### src/rtl/k12_alu_pkg.sv
`default_nettype none
// ============================================================================
// Module   : k12_alu_pkg
// Brief    : Shared opcodes, condition codes, flag indices and cc evaluator
//            for the sequential k12 ALU.
// Revision : 1.0 - initial release
// ============================================================================
package k12_alu_pkg;

    // Opcodes
    localparam logic [3:0] OP_ADD   = 4'd0;
    localparam logic [3:0] OP_ADC   = 4'd1;
    localparam logic [3:0] OP_SUB   = 4'd2;
    localparam logic [3:0] OP_SBB   = 4'd3;
    localparam logic [3:0] OP_AND   = 4'd4;
    localparam logic [3:0] OP_OR    = 4'd5;
    localparam logic [3:0] OP_XOR   = 4'd6;
    localparam logic [3:0] OP_NOT   = 4'd7;
    localparam logic [3:0] OP_SHL   = 4'd8;
    localparam logic [3:0] OP_SHR   = 4'd9;
    localparam logic [3:0] OP_SAR   = 4'd10;
    localparam logic [3:0] OP_ROL   = 4'd11;
    localparam logic [3:0] OP_CMP   = 4'd12;
    localparam logic [3:0] OP_PASSB = 4'd13;

    // Condition codes
    localparam logic [2:0] CC_AL = 3'd0;
    localparam logic [2:0] CC_EQ = 3'd1;
    localparam logic [2:0] CC_NE = 3'd2;
    localparam logic [2:0] CC_CS = 3'd3;
    localparam logic [2:0] CC_CC = 3'd4;
    localparam logic [2:0] CC_MI = 3'd5;
    localparam logic [2:0] CC_VS = 3'd6;
    localparam logic [2:0] CC_LT = 3'd7;

    // Flag bit positions within {N,Z,C,V}
    localparam int F_N = 3;
    localparam int F_Z = 2;
    localparam int F_C = 1;
    localparam int F_V = 0;

    // Evaluate a condition select against a flag vector
    function automatic logic eval_cc(input logic [2:0] sel, input logic [3:0] f);
        logic r;
        case (sel)
            CC_AL:   r = 1'b1;
            CC_EQ:   r = f[F_Z];
            CC_NE:   r = ~f[F_Z];
            CC_CS:   r = f[F_C];
            CC_CC:   r = ~f[F_C];
            CC_MI:   r = f[F_N];
            CC_VS:   r = f[F_V];
            default: r = f[F_N] ^ f[F_V];
        endcase
        return r;
    endfunction

endpackage
`default_nettype wire

### src/rtl/k12_alu_core.sv
`default_nettype none
// ============================================================================
// Module   : k12_alu_core
// Brief    : Combinational single-cycle datapath: add/sub/logic with flag
//            generation. Shift opcodes produce the amount-zero result
//            (res = a, C kept); multi-bit shifts are iterated by the top.
// Revision : 1.0 - initial release
// ============================================================================
module k12_alu_core
    import k12_alu_pkg::*;
#(
    parameter int WIDTH = 8
) (
    input  logic [WIDTH-1:0] a_i,
    input  logic [WIDTH-1:0] b_i,
    input  logic [3:0]       op_i,
    input  logic [3:0]       flags_i,
    output logic [WIDTH-1:0] res_o,
    output logic [3:0]       flags_o
);

    localparam int MSB = WIDTH - 1;

    logic             w_cin_add;
    logic             w_cin_sub;
    logic [WIDTH:0]   w_sum;
    logic [WIDTH:0]   w_diff;
    logic             w_v_add;
    logic             w_v_sub;

    assign w_cin_add = (op_i == OP_ADC) & flags_i[F_C];
    assign w_cin_sub = (op_i == OP_SBB) & flags_i[F_C];

    // Extra top bit carries the carry-out on add and the borrow on sub
    assign w_sum  = {1'b0, a_i} + {1'b0, b_i} + {{WIDTH{1'b0}}, w_cin_add};
    assign w_diff = {1'b0, a_i} - {1'b0, b_i} - {{WIDTH{1'b0}}, w_cin_sub};

    assign w_v_add = (a_i[MSB] == b_i[MSB]) && (w_sum[MSB]  != a_i[MSB]);
    assign w_v_sub = (a_i[MSB] != b_i[MSB]) && (w_diff[MSB] != a_i[MSB]);

    logic [WIDTH-1:0] w_res;
    logic [WIDTH-1:0] w_nz_src;
    logic             w_nz_en;
    logic             w_c;
    logic             w_v;

    // Result select and per-op flag update rules
    always_comb begin
        w_res   = '0;
        w_nz_en = 1'b1;
        w_c     = flags_i[F_C];
        w_v     = 1'b0;
        case (op_i)
            OP_ADD, OP_ADC: begin
                w_res = w_sum[MSB:0];
                w_c   = w_sum[WIDTH];
                w_v   = w_v_add;
            end
            OP_SUB, OP_SBB: begin
                w_res = w_diff[MSB:0];
                w_c   = w_diff[WIDTH];
                w_v   = w_v_sub;
            end
            OP_CMP: begin
                w_res = a_i;
                w_c   = w_diff[WIDTH];
                w_v   = w_v_sub;
            end
            OP_AND: w_res = a_i & b_i;
            OP_OR:  w_res = a_i | b_i;
            OP_XOR: w_res = a_i ^ b_i;
            OP_NOT: w_res = ~a_i;
            OP_SHL, OP_SHR, OP_SAR, OP_ROL: w_res = a_i;
            OP_PASSB: begin
                w_res = b_i;
                w_v   = flags_i[F_V];
            end
            default: begin
                w_res   = '0;
                w_nz_en = 1'b0;
                w_v     = flags_i[F_V];
            end
        endcase
        // CMP reports N/Z of the difference while passing a through
        w_nz_src = (op_i == OP_CMP) ? w_diff[MSB:0] : w_res;
        res_o    = w_res;
        flags_o  = {w_nz_en ? w_nz_src[MSB]      : flags_i[F_N],
                    w_nz_en ? (w_nz_src == '0)   : flags_i[F_Z],
                    w_c,
                    w_v};
    end

endmodule
`default_nettype wire

### src/rtl/k12_alu_seq.sv
`default_nettype none
// ============================================================================
// Module   : k12_alu_seq
// Brief    : Handshaked k12 ALU with persistent NZCV register, one-bit-per-
//            cycle iterative shifter and condition evaluation.
// Revision : 1.0 - initial release
// ============================================================================
module k12_alu_seq
    import k12_alu_pkg::*;
#(
    parameter int WIDTH = 8
) (
    input  logic             clk,
    input  logic             rst,
    input  logic             in_valid,
    output logic             in_ready,
    input  logic [WIDTH-1:0] a,
    input  logic [WIDTH-1:0] b,
    input  logic [3:0]       op,
    input  logic [2:0]       cc,
    output logic             out_valid,
    input  logic             out_ready,
    output logic [WIDTH-1:0] res,
    output logic [3:0]       flags,
    output logic             cond
);

    localparam int SHW = $clog2(WIDTH);
    localparam int MSB = WIDTH - 1;

    typedef enum logic [1:0] {
        S_IDLE  = 2'd0,
        S_SHIFT = 2'd1,
        S_DONE  = 2'd2
    } state_t;

    state_t           state_q;
    logic [WIDTH-1:0] res_q;
    logic [WIDTH-1:0] sh_q;
    logic [3:0]       flags_q;
    logic             cond_q;
    logic             valid_q;
    logic [2:0]       cc_q;
    logic [1:0]       shop_q;
    logic [SHW-1:0]   cnt_q;

    logic             w_accept;
    logic             w_is_shift;
    logic [SHW-1:0]   w_amt;
    logic [WIDTH-1:0] w_core_res;
    logic [3:0]       w_core_flags;
    logic [WIDTH-1:0] w_step;
    logic             w_step_c;
    logic [3:0]       w_sh_flags;

    assign in_ready   = (state_q == S_IDLE) || ((state_q == S_DONE) && out_ready);
    assign w_accept   = in_valid && in_ready;
    assign w_amt      = b[SHW-1:0];
    assign w_is_shift = (op[3:2] == 2'b10);

    k12_alu_core #(.WIDTH(WIDTH)) u_core (
        .a_i     (a),
        .b_i     (b),
        .op_i    (op),
        .flags_i (flags_q),
        .res_o   (w_core_res),
        .flags_o (w_core_flags)
    );

    // One bit of the iterative shift; shop_q is op[1:0] of SHL/SHR/SAR/ROL
    always_comb begin
        w_step   = sh_q;
        w_step_c = 1'b0;
        case (shop_q)
            2'd0: begin w_step = {sh_q[MSB-1:0], 1'b0};     w_step_c = sh_q[MSB]; end
            2'd1: begin w_step = {1'b0, sh_q[MSB:1]};       w_step_c = sh_q[0];   end
            2'd2: begin w_step = {sh_q[MSB], sh_q[MSB:1]};  w_step_c = sh_q[0];   end
            default: begin w_step = {sh_q[MSB-1:0], sh_q[MSB]}; w_step_c = sh_q[MSB]; end
        endcase
        w_sh_flags = {w_step[MSB], (w_step == '0), w_step_c, 1'b0};
    end

    // FSM, shifter state and committed result/flags/cond registers
    always_ff @(posedge clk) begin
        if (rst) begin
            state_q <= S_IDLE;
            res_q   <= '0;
            sh_q    <= '0;
            flags_q <= '0;
            cond_q  <= 1'b0;
            valid_q <= 1'b0;
            cc_q    <= '0;
            shop_q  <= '0;
            cnt_q   <= '0;
        end else if (w_accept) begin
            if (w_is_shift && (w_amt != '0)) begin
                sh_q    <= a;
                cnt_q   <= w_amt;
                shop_q  <= op[1:0];
                cc_q    <= cc;
                valid_q <= 1'b0;
                state_q <= S_SHIFT;
            end else begin
                res_q   <= w_core_res;
                flags_q <= w_core_flags;
                cond_q  <= eval_cc(cc, w_core_flags);
                valid_q <= 1'b1;
                state_q <= S_DONE;
            end
        end else begin
            case (state_q)
                S_SHIFT: begin
                    sh_q  <= w_step;
                    cnt_q <= cnt_q - SHW'(1);
                    if (cnt_q == SHW'(1)) begin
                        res_q   <= w_step;
                        flags_q <= w_sh_flags;
                        cond_q  <= eval_cc(cc_q, w_sh_flags);
                        valid_q <= 1'b1;
                        state_q <= S_DONE;
                    end
                end
                S_DONE: begin
                    if (out_ready) begin
                        valid_q <= 1'b0;
                        state_q <= S_IDLE;
                    end
                end
                default: ;
            endcase
        end
    end

    assign out_valid = valid_q;
    assign res       = res_q;
    assign flags     = flags_q;
    assign cond      = cond_q;

endmodule
`default_nettype wire
### config.mk
export PLATFORM = sky130hd
export DESIGN_NAME = k12_alu_seq
export DESIGN_NICKNAME = d
export VERILOG_FILES = /design/src/rtl/k12_alu_pkg.sv /design/src/rtl/k12_alu_core.sv /design/src/rtl/k12_alu_seq.sv
export SDC_FILE = /design/constraint.sdc
export NUM_CORES = 1
export LEC_CHECK = 0
export CAP_MARGIN = 20
export CORE_AREA = 2 2 114 61
export CTS_CLUSTER_DIAMETER = 60
export CTS_CLUSTER_SIZE = 12
export DETAILED_ROUTE_END_ITERATION = 10
export DIE_AREA = 0 0 116 63
export GPL_TIMING_DRIVEN = 0
export PLACE_DENSITY = 0.81
export SETUP_SLACK_MARGIN = 0.1
export SLEW_MARGIN = 15
export SYNTH_ARGS = -nofsm -noshare
export SYNTH_HDL_FRONTEND = slang
export SYNTH_SLANG_ARGS = --single-unit
### constraint.sdc
create_clock -name clk -period 4.7 [get_ports clk]
set_clock_uncertainty 0.05 [all_clocks]
set_input_delay 0.94 -clock clk [delete_from_list [all_inputs] [get_ports clk]]
set_output_delay 0.94 -clock clk [all_outputs]
set_load 0.01 [all_outputs]
== Word-level counts from Yosys, hierarchy flattened ==
Index checks and enable logic that the tools add are counted.

* Word-level logic and storage cells: 130
* Bits in registers: 32
* Bits of input ports: 27
* Output and inout bits: 15

* Multiplexer cells: 39
* Bitwise logic cells: 11
* Equal/unequal tests: 38
* Add/sub/neg operators: 5
* Reduce and logical (&&, ||, !) cells: 28

{| class="wikitable"
|+ Operator list
! kind !! count
|-
| $mux 8 || 8
|-
| $pmux 8 s8 || 1
|-
| $eq 4x4->1 const B || 6
|-
| $pmux 8 s3 || 1
|-
| $eq 4x3->1 const B || 4
|-
| $logic_not 8->1 || 2
|-
| $mux 4 || 4
|-
| $eq 3x3->1 const B || 5
|-
| $reduce_or 14->1 || 1
|-
| $eq 3x2->1 const B || 4
|-
| $mux 1 || 12
|-
| $add 8x8->9 || 1
|-
| $add 9x1->9 || 1
|-
| $eq 3x1->1 const B || 3
|-
| $mux 3 || 3
|-
| $sub 8x8->9 || 1
|-
| $sub 9x1->9 || 1
|-
| $and 8x8->8 || 1
|-
| $eq 4x2->1 const B || 2
|-
| $mux 2 || 4
|-
| $not 8->8 || 1
|-
| $or 8x8->8 || 1
|-
| $reduce_or 8->1 || 1
|-
| $xor 8x8->8 || 1
|-
| 29 further kinds || 52
|}

== Depth between registers and ports, before layout ==
* Depth in word-level cells: 11
* Mapped depth: 18

== By module ==
From an unflattened synthesis, not the netlist that was laid out.

* Cells, all modules: 467
* Area, all modules: 3653.5 µm²

{| class="wikitable"
|+ By module, submodules not included
! module !! area each (µm²) !! times used !! sequential area each (µm²) !! cells each
|-
| k12_alu_core || 1910.6 || 1 || 0.0 || 258
|-
| k12_alu_seq || 1742.9 || 1 || 620.6 || 209
|}

== Worst setup path before layout ==
Ideal clock, no wire load.

* Path kind: input to register
* From: input port op[2]
* To: register cond_q, in the netlist cond
* Setup time: 0.126 ns
* Data arrival time: 4.170 ns
* Path slack: 0.355 ns
* Stages: 18
* Data required time: 4.524 ns
* Cells stage by stage: inv_1 -> ha_1 -> clkbuf_1 -> inv_1 -> nor2_1 -> nand3_1 -> fa_1 -> inv_1 -> ha_1 -> o21ai_1 -> a21boi_1 -> o21ai_0 -> xor2_1 -> o221ai_2 -> mux2_4 -> or2_0 -> a31oi_1 -> a31oi_1

* Cells in the longest elaborated chain, start to end: 11
* Elaborated cells between the ends (all ways): 46

{| class="wikitable"
|+ RTL lines
! what !! RTL line !! source
|-
| start: declaration || k12_alu_seq.sv:19 || <nowiki>input logic [3:0] op,</nowiki>
|-
| $eq 4x2->1 / $eq 4x1->1 (equally long branches) || k12_alu_core.sv:32, k12_alu_core.sv:53, k12_alu_core.sv:31 ||
|-
| $and 1x1->1 (on tied branches) || k12_alu_core.sv:32, k12_alu_core.sv:31 ||
|-
| $sub 9x1->9 / $add 9x1->9 (equally long branches) || k12_alu_core.sv:36, k12_alu_core.sv:35 ||
|-
| $pmux 8 s8 || k12_alu_core.sv:53 || <nowiki>case (op_i)</nowiki>
|-
| $mux 8 || k12_alu_core.sv:85 || <nowiki>w_nz_src = (op_i == OP_CMP) ? w_diff[MSB:0] : w_res;</nowiki>
|-
| $logic_not 8->1 || k12_alu_core.sv:88 || <nowiki>w_nz_en ? (w_nz_src == '0) : flags_i[F_Z],</nowiki>
|-
| $mux 1 || k12_alu_core.sv:88 ||
|-
| $not 1->1 || k12_alu_pkg.sv:48 || <nowiki>CC_NE: r = ~f[F_Z];</nowiki>
|-
| $pmux 1 s7 || k12_alu_pkg.sv:45 || <nowiki>case (sel)</nowiki>
|-
| $mux 1 || k12_alu_seq.sv:96 || <nowiki>if (w_is_shift && (w_amt != '0)) begin</nowiki>
|-
| $mux 1 || k12_alu_seq.sv:95 || <nowiki>end else if (w_accept) begin</nowiki>
|-
| end signal: assignment || k12_alu_seq.sv:106 || <nowiki>cond_q <= eval_cc(cc, w_core_flags);</nowiki>
|-
| end signal: assignment || k12_alu_seq.sv:118 || <nowiki>cond_q <= eval_cc(cc_q, w_sh_flags);</nowiki>
|-
| end: declaration || k12_alu_seq.sv:41 || <nowiki>logic cond_q;</nowiki>
|}

Several ways; a longest one is shown, not always the timed one. The select of a mux whose other input is x is not followed.
A chain may end at the register's enable or synchronous reset.

== Final worst setup path ==
* From: input port op[1]
* To: register cond_q, in the netlist cond

* Cells in the longest elaborated chain, start to end: 11
* Elaborated cells between the ends (all ways): 42

{| class="wikitable"
|+ RTL lines
! what !! RTL line
|-
| $eq 4x2->1 / $eq 4x1->1 (equally long branches) || k12_alu_core.sv:32, k12_alu_core.sv:53, k12_alu_core.sv:31
|-
| $and 1x1->1 (on tied branches) || k12_alu_core.sv:32, k12_alu_core.sv:31
|-
| $sub 9x1->9 / $add 9x1->9 (equally long branches) || k12_alu_core.sv:36, k12_alu_core.sv:35
|-
| $pmux 8 s8 || k12_alu_core.sv:53
|-
| $mux 8 || k12_alu_core.sv:85
|-
| $logic_not 8->1 || k12_alu_core.sv:88
|-
| $mux 1 || k12_alu_core.sv:88
|-
| $not 1->1 || k12_alu_pkg.sv:48
|-
| $pmux 1 s7 (*) || k12_alu_pkg.sv:45
|-
| $mux 1 (*) || k12_alu_seq.sv:96
|-
| $mux 1 (*) || k12_alu_seq.sv:95
|}

Mark *: on every way between the ends. The rest lies on a longest branch, timed or not. The select of a mux whose other input is x is not followed.

==> results.ini <==
[route]
drc=0
num_vias=3841
vias_per_cell=6.40
wl_per_cell_um=20.1
drtIter0Drc=431
antenna_left=0
first_pass_iters=6
drt-total-wl_mm=12.1

[logic_synthesis]
seq_area_frac_synth_pct=17.9
async_flop_share_pct=0
synth_ff_type=dfxtp_1
synth_edf_count=0
synth_top_area_share_pct=17.9
synth_common_cells=nor2_1, nand2_1, ha_1
synth_top_area_cell=dfxtp_1
synth_area_per_cell_um2=7.63
ys_types=72
synth.most_common_cell=nor2_1
synthCells=454
syn_nets=526
netlist_area_mm2=0.00346
yosysWarnings=0
synthTopCellsByArea=dfxtp_1, ha_1, nor2_1, a21oi_1, nand2_1
synth-seq-cells=31

[timing]
worst_pin_slew_ns=0.776
min_period_over_period_pct=94.7
hold_violations=0
final-setup-viol-count=0
fmax_ghz=0.225
slew_viol_final=0
tns_ns=0
hold-worst-slack_ns=0.410
setup_slack_ns=0.249
maxSlewHeadroom_pct=47.9
rsz0062_at_grt=no
fin_crit_ns=4.45

[worst_setup_path]
start_kind=primary input
worstSetupStartpoint=op[1]
r2r-start=flags[1]
crit_path_end_kind=flip-flop
crit_arrival_ns=4.56
worstSetupPathType=in -> reg
cp_max_fo=10
cp_data_required_time_ns=4.81

[place]
io_buffers=39
pre_cts_slack_ns=-1.03
place_congestion=1.00
dp_hpwl_mm=9.38
postPlaceCellArea_mm2=0.00397
place_inst=585

[floorplan]
die_w_um=116
die_h_um=63
core_mm2=0.00636
start_util_pct=54.5
rows=21
pin_count=42
dieArea_mm2=0.00731

[power_and_ir_drop]
leakagePower_nw=1.79
peakVddDrop_uv=237
total_power_mw=1.14
p_per_area_mw_per_mm2=264

[job]
drv_cap=0

[clocking]
cts_root_buffer=clkbuf_16
htreeDepth=2
cts_sinks=31
cts_made_buffers=5
cts_tree=yes
cts_buffer_depth=2
cts_hold_buf=0
clk_pin_slew_ns=0.05
clk_latency_ns=0.28

[final_layout]
diodes=0
num-nets-final=579
design_area_mm2=0.00432
drive_gt1_share_pct=13.0
final_util_pct=67.9
syn2layout_area_growth_pct=24.7
stdcell_count=600

[global_routing]
grt-ovfl-total=0
grt_max_degree=11
grt_pass1_vias=3465
grt.total_usage_pct=33.8
grt_first_pass_wirelength_mm=19.0
antenna_found_initial=0

[status]
status=finished clean

[worst_hold_path]
worstHoldStart=res[4]
min_path_type=reg -> reg

## sequential cells by signal (all words and copies together), names as in the netlist
signal,count
res,8
sh_q,8
flags,4
cc_q,3
cnt_q,3
shop_q,2
cond,1
out_valid,1
state_q,1
## area by class of cell
| cell class | count | area, um2 |
|---|---|---|
| inverter | 38 | 143 |
| fill | 551 | 2040 |
| multi-input combinational | 367 | 2720 |
| tap | 92 | 115 |
| sequential | 31 | 621 |
| buffer | 18 | 98.8 |
| clock inverter | 2 | 35.0 |
| timing repair buffer | 46 | 444 |
| clock buffer | 6 | 139 |
## power by group
group / switching, mW / internal [mW] / total [mW] / leakage (nW)
clock: 0.121 / 0.263 / 0.384 / 0.0868
combinational: 0.263 / 0.196 / 0.459 / 1.45
sequential: 0.0166 / 0.281 / 0.298 / 0.253
## routing by layer
layer | vias up | share of wire [%] | track usage, %
li1 | 1740 | - | -
met4 | 0 | 0.93 | 3.27
met5 | - | 0 | 0
met3 | 25 | 16 | 12.9
met2 | 289 | 38 | 44.6
met1 | 1787 | 45 | 52.7
## cell usage in the layout (no fill, tap or decap), types with 6 or more instances in the layout
master / n
nor3_1: 8
inv_1: 35
buf_4: 9
a21oi_1: 37
ha_1: 41
nor2_1: 59
nand2b_1: 8
nand2_1: 44
a211oi_1: 6
clkdlybuf4s50_1: 37
nand3_1: 6
o211ai_1: 11
clkbuf_1: 8
nor2b_1: 6
o21ai_0: 18
dfxtp_1: 31
mux2i_1: 13
## worst paths after layout
kind | endpoint | slack [ns] | cells after the start
worst max-delay path | cond | 0.25 | 15
worst min-delay path | res[4] | 0.41 | 2
worst max register to register | cond | 1.32 | 14
worst min register to register | res[4] | 0.41 | 2
## what timing repair did
item,in CTS,in global routing
pin swaps,6,12
setup buffers,3,4
resized for setup,22,12
setup endpoints to repair,11,4
## cell families after synthesis
group,share of synthesized area [%]
buf+inv,6.68
mux,6.14
flops,17.9
compound gates,27.5
xor+xnor,3.32
simple gates,21.4
fa+ha+maj,17.1
## critical path: stages
cell	delay [ns]
clkdlybuf4s50_1	0.51
buf_4	0.24
nor2b_4	0.18
nand3_1	0.13
fa_1	0.44
fa_2	0.39
nor2b_2	0.20
o31ai_2	0.12
a21boi_2	0.18
xor2_1	0.10
a221o_1	0.41
nor4_4	0.30
o22ai_2	0.13
mux2i_1	0.17
a31oi_1	0.11
No activity file was read; power rests on OpenSTA's default activity.
==> variant (config.mk and constraints unchanged) <==
`WIDTH` is set to 8 in 2 places; all go to 4.
--- a/src/rtl/k12_alu_core.sv
+++ b/src/rtl/k12_alu_core.sv
@@ -10,5 +10,5 @@
     import k12_alu_pkg::*;
 #(
-    parameter int WIDTH = 8
+    parameter int WIDTH = 4
 ) (
     input  logic [WIDTH-1:0] a_i,
--- a/src/rtl/k12_alu_seq.sv
+++ b/src/rtl/k12_alu_seq.sv
@@ -9,5 +9,5 @@
     import k12_alu_pkg::*;
 #(
-    parameter int WIDTH = 8
+    parameter int WIDTH = 4
 ) (
     input  logic             clk,
Interface: changed (resized a, b and res); port bits go from 42 to 30. No check against the original RTL was run, so the function may have changed too.
==> variant against the original RTL <==
  * Area after synthesis decreased by 35%
  * Routed wire length decreased by 41%
  * Cell area decreased by 36%
  * Sequential cell count decreased by 9
  * Critical path depth decreased by 1
  * Setup slack improved by 0.014 ns
  * Total power decreased by 45%
  * Final cell count decreased by 30%
  * Critical path type unchanged
  * Critical endpoint unchanged
  * Largest cell class unchanged
  * Largest power group unchanged
  * Highest routed layer unchanged
==> variant: results (changes against the original RTL) <==
Final layout
  • Area of the multi-input gates: 1660 um^2 (was 2720 um^2)
  • Num sequential: 22 (was 31)
  • Nets: 373 (was 579)
  • Clkbuf count: 3 (was 6)
  • Reg area: 440 um^2 (was 621 um^2)
  • Multi-Input Combinational: 240 (was 367)
  • Non-clk bufs: 46 (was 64)
  • Non-clk buf share: 0.143 (was 0.126)

Drt
  • DR iter-0 viols: 182 (was 431)
  • Drt first pass iters: 5 (was 6)
  • Vias: 2375 (was 3841)
  • Vias per inst: 5.64 (was 6.40)

Clocking
  • Total CTS buffers: 3 (was 5)
  • CTS H-tree lvls: 1 (was 2)
  • Worst-Skew Late Latency: 0.25 ns (was 0.28 ns)

Place
  • Area of placed instances: 2650 um^2 (was 3970 um^2)
  • Placed insts: 418 (was 585)
  • DP HPWL: 5.77 mm (was 9.38 mm)
  • Pre-CTS WS: -0.109 ns (was -1.03 ns)

Yosys
  • Post-synth top cells: nor2_1 (29), a21oi_1 (26), nand2_1 (25) (was nor2_1 (60), nand2_1 (44), ha_1 (41))
  • Syn avg cell area: 7.57 um^2 (was 7.63 um^2)
  • Netlist cell types: 60 (was 72)
  • Largest cells by area after synthesis: dfxtp_1 (20%), ha_1 (11%), a21oi_1 (5.8%), nor2_1 (4.8%), nand2_1 (4.2%) (was dfxtp_1 (18%), ha_1 (15%), nor2_1 (6.5%), a21oi_1 (5.5%), nand2_1 (4.8%))
  • Share of the synthesized area in the top cell type: 0.195 (was 0.179)
  • Register area share after synthesis: 0.195 (was 0.179)

Worst hold path
  • HP Start: sh_q[1]$_SDFFE_PP0P_ (was res[4]$_SDFFE_PP0P_)

Critical path
  • Critical Path Start: op[2] (was op[1])
  • Worst Path Arrival: 4.49 ns (was 4.56 ns)
  • Flop-to-flop setup slack: 1.53 ns (was 1.32 ns)

Pwr
  • Max IR drop VDD: 0.125 mV (was 0.237 mV)
  • Switching share of power: 0.340 (was 0.351)
  • Comb power frac: 0.383 (was 0.402)
  • Seq pwr share: 0.333 (was 0.261)

Global route
  • Number of global-route vias before repair: 2159 (was 3465)
  • Largest net degree at the start of global routing: 12 (was 11)
  • Global-route wire length before repair: 11.4 mm (was 19.0 mm)
  • Total track usage: 0.200 (was 0.338)

STA
  • Tightest Pin Transition: 0.751 ns (was 0.776 ns)

Outcome
  • Outcome: finished, final reports clean (unchanged)
==> variant: changes by cell type after synthesis, moves of 4 or more <==
cell	unedited run	this run
nor3_1	8	15
o211ai_1	11	3
inv_1	38	18
nor2_1	60	29
xnor2_1	5	1
a21oi_1	38	26
nand2_1	44	25
a211oi_1	7	3
nand3b_1	1	7
ha_1	41	19
dfxtp_1	31	22
mux2i_1	13	5
==> variant: worst max-delay path, cell delays in order <==
cell and delay [ns]:
clkdlybuf4s50_1 0.45, buf_4 0.20, or2_2 0.32, nor2_1 0.14, nand3_1 0.13, fa_2 0.38
fa_1 0.43, xor2_1 0.16, mux4_2 0.46, o21ai_2 0.20, o31a_1 0.27, o21bai_1 0.09
a22oi_1 0.21, o32ai_2 0.11
==> variant: per-layer routing <==
layer | share of wire | track usage | routed length [um]
met1 | 0.51 | 0.326 | 3620
met2 | 0.35 | 0.237 | 2510
met3 | 0.13 | 0.0892 | 950
met4 | 0.0011 | 0.0164 | 8
met5 | 0 | 0 | 0
==> variant: logic make-up (layout without fill, tap and decap cells) <==
family                   count (synthesis)  in the layout  synth area share
buffers and inverters                   36             67            0.0782
adder cells (fa/ha/maj)                 23             23             0.141
XOR/XNOR                                 4              4            0.0155
flip-flops                              22             22             0.195
AND/OR/NAND/NOR                        121            121             0.280
AO/OA/AOI/OAI                           85             85             0.252
multiplexers                             7              7            0.0372
==> variant: stage by stage <==
step	total power [W]	hold slack, ns
3_5_place_dp	0.000443	0.417
4_1_cts	0.000620	0.425
6_report	0.000626	0.428
2_1_floorplan	0.000359	0.392
5_1_grt	0.000659	0.463
3_3_place_gp	0.000437	0.407
==> variant: timing repair <==
item                                    in CTS  in global routing
resized for setup                            0                  7
setup buffers                                0                  0
endpoints found under the setup margin       0                  2
